==> src/rtl/is_flush_equiv_tracker_pkg.sv <==
// -----------------------------------------------------------------------------
// is_equiv_pkg
// Shared definitions for the A/B flush-equivalence tracker:
//   - trk_state_e  : tracker phase (IDLE/FLUSH/DONE/ERR), encoded as the
//                    2-bit state output seen by the harness
//   - lane_idx_w() : width of a lane index (at least 1 bit)
//   - OUT_MASK_ALL : wide all-ones constant; the top slices it to NUM_CH bits
//                    so that, by default, every lane is treated as an output
// -----------------------------------------------------------------------------
package is_equiv_pkg;

  typedef enum logic [1:0] {
    ST_IDLE  = 2'd0,
    ST_FLUSH = 2'd1,
    ST_DONE  = 2'd2,
    ST_ERR   = 2'd3
  } trk_state_e;

  localparam logic [255:0] OUT_MASK_ALL = '1;

  function automatic int lane_idx_w(input int n);
    return (n > 1) ? $clog2(n) : 1;
  endfunction

endpackage

==> src/rtl/is_flush_equiv_tracker_if.sv <==
// -----------------------------------------------------------------------------
// is_flush_equiv_tracker_if
// Bundles the lane buses, the flush/drain handshake of both copies and the
// tracker status outputs.
//   master : drives the copy A/B lanes and handshakes, observes the status
//   slave  : the tracker; consumes lanes/handshakes, drives the status
// Lane i occupies a_dat/b_dat[i*DAT_W +: DAT_W].
// -----------------------------------------------------------------------------
interface is_flush_equiv_tracker_if
  import is_equiv_pkg::*;
#(
  parameter int NUM_CH = 8,
  parameter int DAT_W  = 64,
  parameter int CNT_W  = 5
);
  localparam int LIDX_W = lane_idx_w(NUM_CH);

  logic [NUM_CH-1:0]       a_val;
  logic [NUM_CH-1:0]       b_val;
  logic [NUM_CH*DAT_W-1:0] a_dat;
  logic [NUM_CH*DAT_W-1:0] b_dat;
  logic [NUM_CH-1:0]       cmp_en;
  logic                    a_flush_req;
  logic                    b_flush_req;
  logic                    a_busy;
  logic                    b_busy;
  logic                    a_idle;
  logic                    b_idle;

  logic [1:0]              state;
  logic                    flush_began;
  logic                    flush_ended;
  logic                    io_equal;
  logic [CNT_W-1:0]        equal_cnt;
  logic                    mismatch;
  logic [LIDX_W-1:0]       mismatch_lane;
  logic                    timeout;

  modport master (
    output a_val, b_val, a_dat, b_dat, cmp_en,
    output a_flush_req, b_flush_req, a_busy, b_busy, a_idle, b_idle,
    input  state, flush_began, flush_ended, io_equal, equal_cnt,
    input  mismatch, mismatch_lane, timeout
  );

  modport slave (
    input  a_val, b_val, a_dat, b_dat, cmp_en,
    input  a_flush_req, b_flush_req, a_busy, b_busy, a_idle, b_idle,
    output state, flush_began, flush_ended, io_equal, equal_cnt,
    output mismatch, mismatch_lane, timeout
  );

endinterface

==> src/rtl/is_flush_equiv_tracker_lane_cmp.sv <==
// -----------------------------------------------------------------------------
// is_lane_cmp
// Equality test for one A/B lane pair.
//   a_val, b_val : lane valids of copy A / copy B
//   a_dat, b_dat : lane data of copy A / copy B
//   cmp_en       : lane participates in the comparison
//   lane_eq      : lane counts as equal this cycle (always 1 when disabled)
// With DATA_GATE=1 the data is only meaningful while the lane is valid, so an
// idle lane (both valids low) is equal whatever its data holds.
// -----------------------------------------------------------------------------
module is_lane_cmp #(
  parameter int DAT_W     = 64,
  parameter bit DATA_GATE = 1'b1
) (
  input  logic             a_val,
  input  logic             b_val,
  input  logic [DAT_W-1:0] a_dat,
  input  logic [DAT_W-1:0] b_dat,
  input  logic             cmp_en,
  output logic             lane_eq
);

  logic dat_same;
  logic data_ok;

  assign dat_same = (a_dat == b_dat);

  if (DATA_GATE) begin : g_gated
    assign data_ok = !a_val || dat_same;
  end else begin : g_ungated
    assign data_ok = dat_same;
  end

  assign lane_eq = !cmp_en || ((a_val == b_val) && data_ok);

endmodule

==> src/rtl/is_flush_equiv_tracker.sv <==
// -----------------------------------------------------------------------------
// is_flush_equiv_tracker
// Tracks a two-copy (A/B) equivalence run: counts consecutive all-equal
// cycles, starts a flush phase when both copies request invalidation after a
// long enough equal run, waits for both copies to drain, then watches the
// output lanes (OUT_MASK=1) for divergence.
//   clk_gated : clock
//   rst_f     : synchronous active-high reset
//   bus       : slave side of is_flush_equiv_tracker_if (lanes, flush/drain
//               handshakes, state/flags/counters)
// io_equal is combinational; every other output is registered.
// -----------------------------------------------------------------------------
module is_flush_equiv_tracker
  import is_equiv_pkg::*;
#(
  parameter int                NUM_CH    = 8,
  parameter int                DAT_W     = 64,
  parameter int                CNT_W     = 5,
  parameter int                EQ_THRESH = 8,
  parameter int                FLUSH_TMO = 256,
  parameter logic [NUM_CH-1:0] OUT_MASK  = OUT_MASK_ALL[NUM_CH-1:0],
  parameter bit                DATA_GATE = 1'b1
) (
  input  logic                   clk_gated,
  input  logic                   rst_f,
  is_flush_equiv_tracker_if.slave bus
);

  localparam int LIDX_W = lane_idx_w(NUM_CH);
  localparam int TMR_W  = $clog2(FLUSH_TMO + 1) + 1;

  function automatic logic [CNT_W-1:0] sat_inc_cnt(input logic [CNT_W-1:0] v);
    return (&v) ? v : v + 1'b1;
  endfunction

  function automatic logic [TMR_W-1:0] sat_inc_tmr(input logic [TMR_W-1:0] v);
    return (&v) ? v : v + 1'b1;
  endfunction

  logic [NUM_CH-1:0] lane_eq;
  logic [NUM_CH-1:0] out_diff;
  logic [LIDX_W-1:0] low_idx;
  logic              io_equal;
  logic              start;
  logic              drained;
  logic              tmo_hit;

  trk_state_e        state_p1;
  trk_state_e        state_nxt;
  logic [CNT_W-1:0]  cnt_p1;
  logic [TMR_W-1:0]  tmr_p1;
  logic              began_p1;
  logic              mis_p1;
  logic [LIDX_W-1:0] lane_p1;
  logic              tmo_p1;
  logic              ended;

  // ---- combinational lane compare -----------------------------------------
  for (genvar i = 0; i < NUM_CH; i++) begin : g_lane
    is_lane_cmp #(
      .DAT_W    (DAT_W),
      .DATA_GATE(DATA_GATE)
    ) u_cmp (
      .a_val  (bus.a_val[i]),
      .b_val  (bus.b_val[i]),
      .a_dat  (bus.a_dat[i*DAT_W +: DAT_W]),
      .b_dat  (bus.b_dat[i*DAT_W +: DAT_W]),
      .cmp_en (bus.cmp_en[i]),
      .lane_eq(lane_eq[i])
    );
  end

  assign io_equal = &lane_eq;
  assign out_diff = OUT_MASK & bus.cmp_en & ~lane_eq;

  // Scan from the top down so the lowest diverging lane is the last writer.
  always_comb begin
    low_idx = '0;
    for (int i = NUM_CH - 1; i >= 0; i--) begin
      if (out_diff[i]) low_idx = LIDX_W'(i);
    end
  end

  assign start   = (int'(cnt_p1) > EQ_THRESH) && io_equal &&
                   bus.a_flush_req && bus.b_flush_req;
  // Only output lanes must fall quiet; input lanes are held equal by the harness.
  assign drained = !bus.a_busy && !bus.b_busy && bus.a_idle && bus.b_idle &&
                   !(|((bus.a_val | bus.b_val) & OUT_MASK));
  // tmr_p1 holds the FLUSH cycles already spent, so this is the FLUSH_TMO-th one.
  assign tmo_hit = (FLUSH_TMO != 0) && ((int'(tmr_p1) + 1) >= FLUSH_TMO);

  // ---- FSM: state register ----------------------------------------------------
  always_ff @(posedge clk_gated) begin
    if (rst_f) state_p1 <= ST_IDLE;
    else       state_p1 <= state_nxt;
  end

  // ---- FSM: next state --------------------------------------------------------
  always_comb begin
    state_nxt = state_p1;
    case (state_p1)
      ST_IDLE:  if (start) state_nxt = ST_FLUSH;
      ST_FLUSH: begin
        // A drain on the very cycle the timer expires still counts as clean.
        if (drained)      state_nxt = ST_DONE;
        else if (tmo_hit) state_nxt = ST_ERR;
      end
      ST_DONE:  if (|out_diff) state_nxt = ST_ERR;
      default:  state_nxt = ST_ERR;
    endcase
  end

  // ---- FSM: outputs -----------------------------------------------------------
  always_comb begin
    ended = (state_p1 == ST_DONE) || (state_p1 == ST_ERR);
  end

  // ---- registered counters and sticky flags -----------------------------------
  always_ff @(posedge clk_gated) begin
    if (rst_f) begin
      cnt_p1   <= '0;
      tmr_p1   <= '0;
      began_p1 <= 1'b0;
      mis_p1   <= 1'b0;
      lane_p1  <= '0;
      tmo_p1   <= 1'b0;
    end else begin
      cnt_p1 <= io_equal ? sat_inc_cnt(cnt_p1) : '0;
      case (state_p1)
        ST_IDLE: begin
          if (start) begin
            began_p1 <= 1'b1;
            tmr_p1   <= '0;
          end
        end
        ST_FLUSH: begin
          tmr_p1 <= sat_inc_tmr(tmr_p1);
          if (!drained && tmo_hit) tmo_p1 <= 1'b1;
        end
        ST_DONE: begin
          if (|out_diff) begin
            mis_p1 <= 1'b1;
            if (!mis_p1) lane_p1 <= low_idx;
          end
        end
        default: ;
      endcase
    end
  end

  assign bus.io_equal      = io_equal;
  assign bus.state         = state_p1;
  assign bus.flush_began   = began_p1;
  assign bus.flush_ended   = ended;
  assign bus.equal_cnt     = cnt_p1;
  assign bus.mismatch      = mis_p1;
  assign bus.mismatch_lane = lane_p1;
  assign bus.timeout       = tmo_p1;

endmodule

==> src/flat_wrapper.sv <==
// flat-port wrapper written by rule: the top's interface ports become plain ports
module is_flush_equiv_tracker_flat import is_equiv_pkg::*;
#(
  parameter int                NUM_CH    = 8,
  parameter int                DAT_W     = 64,
  parameter int                CNT_W     = 5,
  parameter int                EQ_THRESH = 8,
  parameter int                FLUSH_TMO = 256,
  parameter logic [NUM_CH-1:0] OUT_MASK  = OUT_MASK_ALL[NUM_CH-1:0],
  parameter bit                DATA_GATE = 1'b1
)
  (clk_gated, rst_f, bus_a_val, bus_b_val, bus_a_dat, bus_b_dat, bus_cmp_en, bus_a_flush_req, bus_b_flush_req, bus_a_busy, bus_b_busy, bus_a_idle, bus_b_idle, bus_state, bus_flush_began, bus_flush_ended, bus_io_equal, bus_equal_cnt, bus_mismatch, bus_mismatch_lane, bus_timeout);
  is_flush_equiv_tracker_if #(.NUM_CH(NUM_CH), .DAT_W(DAT_W), .CNT_W(CNT_W)) bus_i ();
  input  logic clk_gated;
  input  logic rst_f;
  input wire logic [$bits(bus_i.a_val)-1:0] bus_a_val;
  input wire logic [$bits(bus_i.b_val)-1:0] bus_b_val;
  input wire logic [$bits(bus_i.a_dat)-1:0] bus_a_dat;
  input wire logic [$bits(bus_i.b_dat)-1:0] bus_b_dat;
  input wire logic [$bits(bus_i.cmp_en)-1:0] bus_cmp_en;
  input wire logic [$bits(bus_i.a_flush_req)-1:0] bus_a_flush_req;
  input wire logic [$bits(bus_i.b_flush_req)-1:0] bus_b_flush_req;
  input wire logic [$bits(bus_i.a_busy)-1:0] bus_a_busy;
  input wire logic [$bits(bus_i.b_busy)-1:0] bus_b_busy;
  input wire logic [$bits(bus_i.a_idle)-1:0] bus_a_idle;
  input wire logic [$bits(bus_i.b_idle)-1:0] bus_b_idle;
  output wire logic [$bits(bus_i.state)-1:0] bus_state;
  output wire logic [$bits(bus_i.flush_began)-1:0] bus_flush_began;
  output wire logic [$bits(bus_i.flush_ended)-1:0] bus_flush_ended;
  output wire logic [$bits(bus_i.io_equal)-1:0] bus_io_equal;
  output wire logic [$bits(bus_i.equal_cnt)-1:0] bus_equal_cnt;
  output wire logic [$bits(bus_i.mismatch)-1:0] bus_mismatch;
  output wire logic [$bits(bus_i.mismatch_lane)-1:0] bus_mismatch_lane;
  output wire logic [$bits(bus_i.timeout)-1:0] bus_timeout;
  assign bus_i.a_val = bus_a_val;
  assign bus_i.b_val = bus_b_val;
  assign bus_i.a_dat = bus_a_dat;
  assign bus_i.b_dat = bus_b_dat;
  assign bus_i.cmp_en = bus_cmp_en;
  assign bus_i.a_flush_req = bus_a_flush_req;
  assign bus_i.b_flush_req = bus_b_flush_req;
  assign bus_i.a_busy = bus_a_busy;
  assign bus_i.b_busy = bus_b_busy;
  assign bus_i.a_idle = bus_a_idle;
  assign bus_i.b_idle = bus_b_idle;
  assign bus_state = bus_i.state;
  assign bus_flush_began = bus_i.flush_began;
  assign bus_flush_ended = bus_i.flush_ended;
  assign bus_io_equal = bus_i.io_equal;
  assign bus_equal_cnt = bus_i.equal_cnt;
  assign bus_mismatch = bus_i.mismatch;
  assign bus_mismatch_lane = bus_i.mismatch_lane;
  assign bus_timeout = bus_i.timeout;
  is_flush_equiv_tracker #(.NUM_CH(NUM_CH), .DAT_W(DAT_W), .CNT_W(CNT_W), .EQ_THRESH(EQ_THRESH), .FLUSH_TMO(FLUSH_TMO), .OUT_MASK(OUT_MASK), .DATA_GATE(DATA_GATE)) u_core (.clk_gated(clk_gated), .rst_f(rst_f), .bus(bus_i));
endmodule
==> config.mk <==
export PLATFORM = sky130hd
export DESIGN_NAME = is_flush_equiv_tracker_flat
export DESIGN_NICKNAME = d
export VERILOG_FILES = /design/src/rtl/is_flush_equiv_tracker_pkg.sv /design/src/rtl/is_flush_equiv_tracker_if.sv /design/src/rtl/is_flush_equiv_tracker_lane_cmp.sv /design/src/rtl/is_flush_equiv_tracker.sv /design/src/flat_wrapper.sv
export SDC_FILE = /design/constraint.sdc
export NUM_CORES = 1
export LEC_CHECK = 0
export ABC_AREA = 0
export ABC_CLOCK_PERIOD_IN_PS = 4500
export BUFFER_PORTS_ARGS = -buffer_cell sky130_fd_sc_hd__buf_2
export CAP_MARGIN = 5
export CORE_AREA = 4 4 416 418
export DETAILED_ROUTE_END_ITERATION = 7
export DIE_AREA = 0 0 420 422
export PLACE_DENSITY = 0.3
export SLEW_MARGIN = 20
export SYNTH_ARGS = -nofsm -noshare
export SYNTH_HDL_FRONTEND = slang
export SYNTH_SLANG_ARGS = --single-unit
export TNS_END_PERCENT = 100
==> constraint.sdc <==
create_clock -name clk_gated -period 4.5 [get_ports clk_gated]
set_input_delay 0.225 -clock clk_gated [delete_from_list [all_inputs] [get_ports clk_gated]]
set_output_delay 0.225 -clock clk_gated [all_outputs]
set_load 0.02 [all_outputs]
==> reports/summary.json <==
{
  "outcome": {"value": "finished, final reports clean"},
  "postSynthCellCount": {"value": 873},
  "first_drt_iteration_drcs": {"value": 752},
  "finish.net_count": {"value": 3024},
  "cts_htree_levels": {"value": 1},
  "grt_remaining_overflow": {"value": 0},
  "drt-pass1-iter-count": {"value": 4},
  "synth.avg_cell_area": {"value": 8.026, "unit": "um^2"},
  "max-slew-margin-rel": {"value": 32.61, "unit": "%"},
  "port-buffer-count": {"value": 1070},
  "detail_route.vias_per_cell": {"value": 2.775},
  "worst_ep_arrival_time": {"value": 3280, "unit": "ps"},
  "synth_edf_count": {"value": 0},
  "die_h": {"value": 422, "unit": "um"},
  "power.share.clock": {"value": 12.8, "unit": "%"},
  "multi_input_comb_area": {"value": 6449, "unit": "um^2"},
  "rows": {"value": 151},
  "start_util": {"value": 4.144, "unit": "%"},
  "final_critical_path_setup_slack": {"value": 994.9, "unit": "ps"},
  "synth.top_cells.by_area": {"value": "sky130_fd_sc_hd__xor2_1 (45%), sky130_fd_sc_hd__xnor2_1 (19%), sky130_fd_sc_hd__nor4_1 (8.8%)"},
  "synthArstFlopShare": {"value": 0, "unit": "%"},
  "cts.repair_timing.setup_buffer_count": {"value": 0},
  "worst_hold_depth": {"value": 4},
  "kind_of_start_point_of_the_critical_path": {"value": "input pin"},
  "route.final.wire_length": {"value": 119.2, "unit": "mm"},
  "timing.hold.ws": {"value": 420.6, "unit": "ps"},
  "pin_count_of_the_biggest_net_entering_global_routing": {"value": 26},
  "cts.repair.resized": {"value": 0},
  "synth_simple_gate_area_share": {"value": 19.95, "unit": "%"},
  "fin_skew": {"value": 4.033, "unit": "ps"},
  "yosys_warnings": {"value": 0},
  "final_min_period_over_clock_period": {"value": 77.89, "unit": "%"},
  "post-synth-top-count-cell": {"value": "sky130_fd_sc_hd__xor2_1"},
  "number_of_clock_buffers_inserted_by_tritoncts": {"value": 3},
  "clk_root_buffer_cell": {"value": "sky130_fd_sc_hd__clkbuf_16"},
  "detailedPlacementHpwl": {"value": 116.1, "unit": "mm"},
  "timing_max_transition_violations_final": {"value": 0},
  "muxShareOfSynthArea": {"value": 0.4286, "unit": "%"},
  "die_area": {"value": 177200, "unit": "um^2"},
  "synth.top_cells.by_count": {"value": "sky130_fd_sc_hd__xor2_1 (363), sky130_fd_sc_hd__xnor2_1 (152), sky130_fd_sc_hd__nor4_1 (98), sky130_fd_sc_hd__nand4_1 (64)"},
  "seq_power_share": {"value": 12.9, "unit": "%"},
  "synth_seq_area_share": {"value": 6.571, "unit": "%"},
  "static_leakage_power": {"value": 0.006867, "unit": "uW"},
  "timing_worst_slew_pin_value": {"value": 1002, "unit": "ps"},
  "primary_flip_flop_cell_chosen_by_synthesis_mapping": {"value": "sky130_fd_sc_hd__dfxtp_1"},
  "worstSetupPathType": {"value": "in -> out"},
  "regArea": {"value": 460.4, "unit": "um^2"},
  "max_cap_viol_count": {"value": 0},
  "antenna_found_initial": {"value": 236},
  "area_growth_from_synthesis_to_layout": {"value": 120.5, "unit": "%"},
  "crit_path_time_final": {"value": 3505, "unit": "ps"},
  "timing.reg2reg.worst_path_depth": {"value": 7},
  "detailroute.via_count": {"value": 11720},
  "cp-end-kind": {"value": "output pin"},
  "grt_pass1_vias": {"value": 11800},
  "critPathMaxFanout": {"value": 14},
  "ant_nets": {"value": 0},
  "detailedPlace.worstSlack": {"value": 509.1, "unit": "ps"},
  "cts_hold_buffers": {"value": 0},
  "routabilityCongestion": {"value": 0.9883},
  "post_drt_wl_per_cell": {"value": 28.23, "unit": "um"},
  "core_region": {"value": 169100, "unit": "um^2"},
  "power.share.combinational": {"value": 74.3, "unit": "%"},
  "layout-drive-gt1-share": {"value": 56.01, "unit": "%"},
  "power_density": {"value": 102.0, "unit": "nW/um^2"},
  "power.net_switching": {"value": 661.5, "unit": "uW"},
  "p_int": {"value": 914.3, "unit": "uW"},
  "syn_nets": {"value": 1941},
  "cts.clk_slew.worst_paths": {"value": 70, "unit": "ps"},
  "synth_top_family_by_area": {"value": "XOR/XNOR gates"},
  "floorplan.io_pins": {"value": 1071},
  "drc_errors": {"value": 0},
  "cell_taking_the_most_area_after_synthesis": {"value": "sky130_fd_sc_hd__xor2_1"},
  "post_synth_fa_ha_maj_area_fraction": {"value": 2.143, "unit": "%"},
  "synth_xor_xnor_area_share": {"value": 64.38, "unit": "%"},
  "grt_use_total": {"value": 12.66, "unit": "%"},
  "synth.top_cell.area_share": {"value": 45.38, "unit": "%"},
  "worstPathRequired": {"value": 4280, "unit": "ps"},
  "holdCritPathClass": {"value": "in -> reg"},
  "synth_compound_area_share": {"value": 4.875, "unit": "%"},
  "timing.final.setup_violations": {"value": 0},
  "num-fill-cells": {"value": 19980},
  "ir_worst_vdd": {"value": 0.00009323, "unit": "V"},
  "clk_path_buf_depth": {"value": 2},
  "post_synth_instance_area": {"value": 7007, "unit": "um^2"},
  "synth_cell_type_count": {"value": 36},
  "clock_insertion_delay_worst_skew": {"value": 260, "unit": "ps"},
  "cts_tree": {"value": "done"},
  "timing.fmax": {"value": 285.3, "unit": "MHz"},
  "dieWidth": {"value": 420, "unit": "um"},
  "grt_first_pass_wirelength": {"value": 140.8, "unit": "mm"},
  "fin_util": {"value": 9.135, "unit": "%"},
  "rsz0062_at_grt": {"value": "false"},
  "hold_violations": {"value": 0},
  "p_sw_share": {"value": 41.98, "unit": "%"},
  "synth_register_bits": {"value": 23},
  "clock-sinks": {"value": 23}
}
-- cells by family after synthesis --
group	count (synthesis)
xor gates and xnor gates	515
muxes	3
buffers and inverters	31
adders and majority gates	12
DFF	23
AOI/OAI and AO/OA	55
and+or+nand+nor	234
-- per-stage QoR --
step	power, uW	setup TNS (ps)	instances	cell area (um^2)
finish	1576	0	4222	15450
global placement	1393	-1744	4168	15230
floorplan	593.6	0	873	7007
detailed placement	1396	0	4169	15250
global route	1686	0	4183	15350
CTS	1604	0	4173	15320
-- cell usage in the layout (no fill, tap or decap), types with 2 or more instances in the layout --
| cell | Yosys | routed |
|---|---|---|
| sky130_fd_sc_hd__buf_2 | 0 | 1070 |
| sky130_fd_sc_hd__xor2_1 | 363 | 363 |
| sky130_fd_sc_hd__xnor2_1 | 152 | 152 |
| sky130_fd_sc_hd__nor4_1 | 98 | 95 |
| sky130_fd_sc_hd__nand4_1 | 64 | 64 |
| sky130_fd_sc_hd__diode_2 | 0 | 49 |
| sky130_fd_sc_hd__inv_1 | 23 | 23 |
| sky130_fd_sc_hd__dfxtp_1 | 23 | 23 |
| sky130_fd_sc_hd__a21oi_1 | 22 | 22 |
| sky130_fd_sc_hd__nor2_1 | 19 | 19 |
| sky130_fd_sc_hd__buf_4 | 0 | 16 |
| sky130_fd_sc_hd__nor3_1 | 13 | 13 |
| sky130_fd_sc_hd__ha_1 | 12 | 12 |
| sky130_fd_sc_hd__o21ai_0 | 11 | 11 |
| sky130_fd_sc_hd__nand2_1 | 9 | 9 |
| sky130_fd_sc_hd__nand2b_1 | 9 | 9 |
| sky130_fd_sc_hd__a311oi_1 | 8 | 8 |
| sky130_fd_sc_hd__and3_1 | 7 | 7 |
| sky130_fd_sc_hd__a31oi_1 | 4 | 4 |
| sky130_fd_sc_hd__nor4_2 | 0 | 3 |
| sky130_fd_sc_hd__nand3_1 | 3 | 3 |
| sky130_fd_sc_hd__mux2i_1 | 3 | 3 |
| sky130_fd_sc_hd__or3_1 | 3 | 3 |
| sky130_fd_sc_hd__clkbuf_16 | 0 | 3 |
| sky130_fd_sc_hd__or4_1 | 2 | 2 |
| sky130_fd_sc_hd__nand3b_1 | 2 | 2 |
| sky130_fd_sc_hd__a211oi_1 | 2 | 2 |
| sky130_fd_sc_hd__o21bai_1 | 2 | 2 |
-- power by group through the flow --
stage               clock, uW  sequential [uW]  combinational [uW]
floorplan                   0              209                 385
global placement            0              208                1180
detailed placement          0              208                1190
CTS                       207              204                1190
global route              216              204                1270
finish                    201              204                1170
-- flip-flops by register name (all words and copies together), names as in the netlist --
register	count
u_core.bus.equal_cnt	5
u_core.bus.flush_began	1
u_core.bus.state	2
u_core.bus.timeout	1
u_core.tmr_p1	10
u_core.bus.mismatch	1
u_core.bus.mismatch_lane	3
-- per-layer routing --
layer	share of wire (%)	global-route usage [%]
met5	0.66	0
met4	2.0	1.216
met3	14	6.528
met2	48	22.09
met1	36	14.14
-- worst paths after layout --
| kind | slack (ps) | from | to |
|---|---|---|---|
| setup / recovery | 990 | bus_b_dat[237] | bus_io_equal |
| hold / removal | 420 | bus_a_idle | u_core.bus.timeout |
| hold reg to reg | 450 | u_core.bus.flush_began | u_core.bus.flush_began |
| setup reg to reg | 2340 | u_core.tmr_p1[0] | u_core.tmr_p1[9] |
-- worst max-delay path: stages --
cell and delay, ps:
sky130_fd_sc_hd__buf_2 140, sky130_fd_sc_hd__xor2_1 170, sky130_fd_sc_hd__nor4_1 690, sky130_fd_sc_hd__buf_4 240
sky130_fd_sc_hd__nand4_1 160, sky130_fd_sc_hd__nor3_1 240, sky130_fd_sc_hd__a21oi_1 300, sky130_fd_sc_hd__nor2_1 340
sky130_fd_sc_hd__nand4_4 290, sky130_fd_sc_hd__inv_1 260, sky130_fd_sc_hd__buf_2 210
-- area by class of cell --
| type | instances | share of cell area (%) |
|---|---|---|
| timing repair buffer | 1086 | 35.44 |
| multi-input combinational | 819 | 41.75 |
| tap | 2218 | 17.97 |
| sequential | 23 | 2.981 |
| clock buffer | 4 | 0.5103 |
| antenna | 49 | 0.7938 |
| inverter | 23 | 0.5589 |
Power figures use the tool's default switching activity.
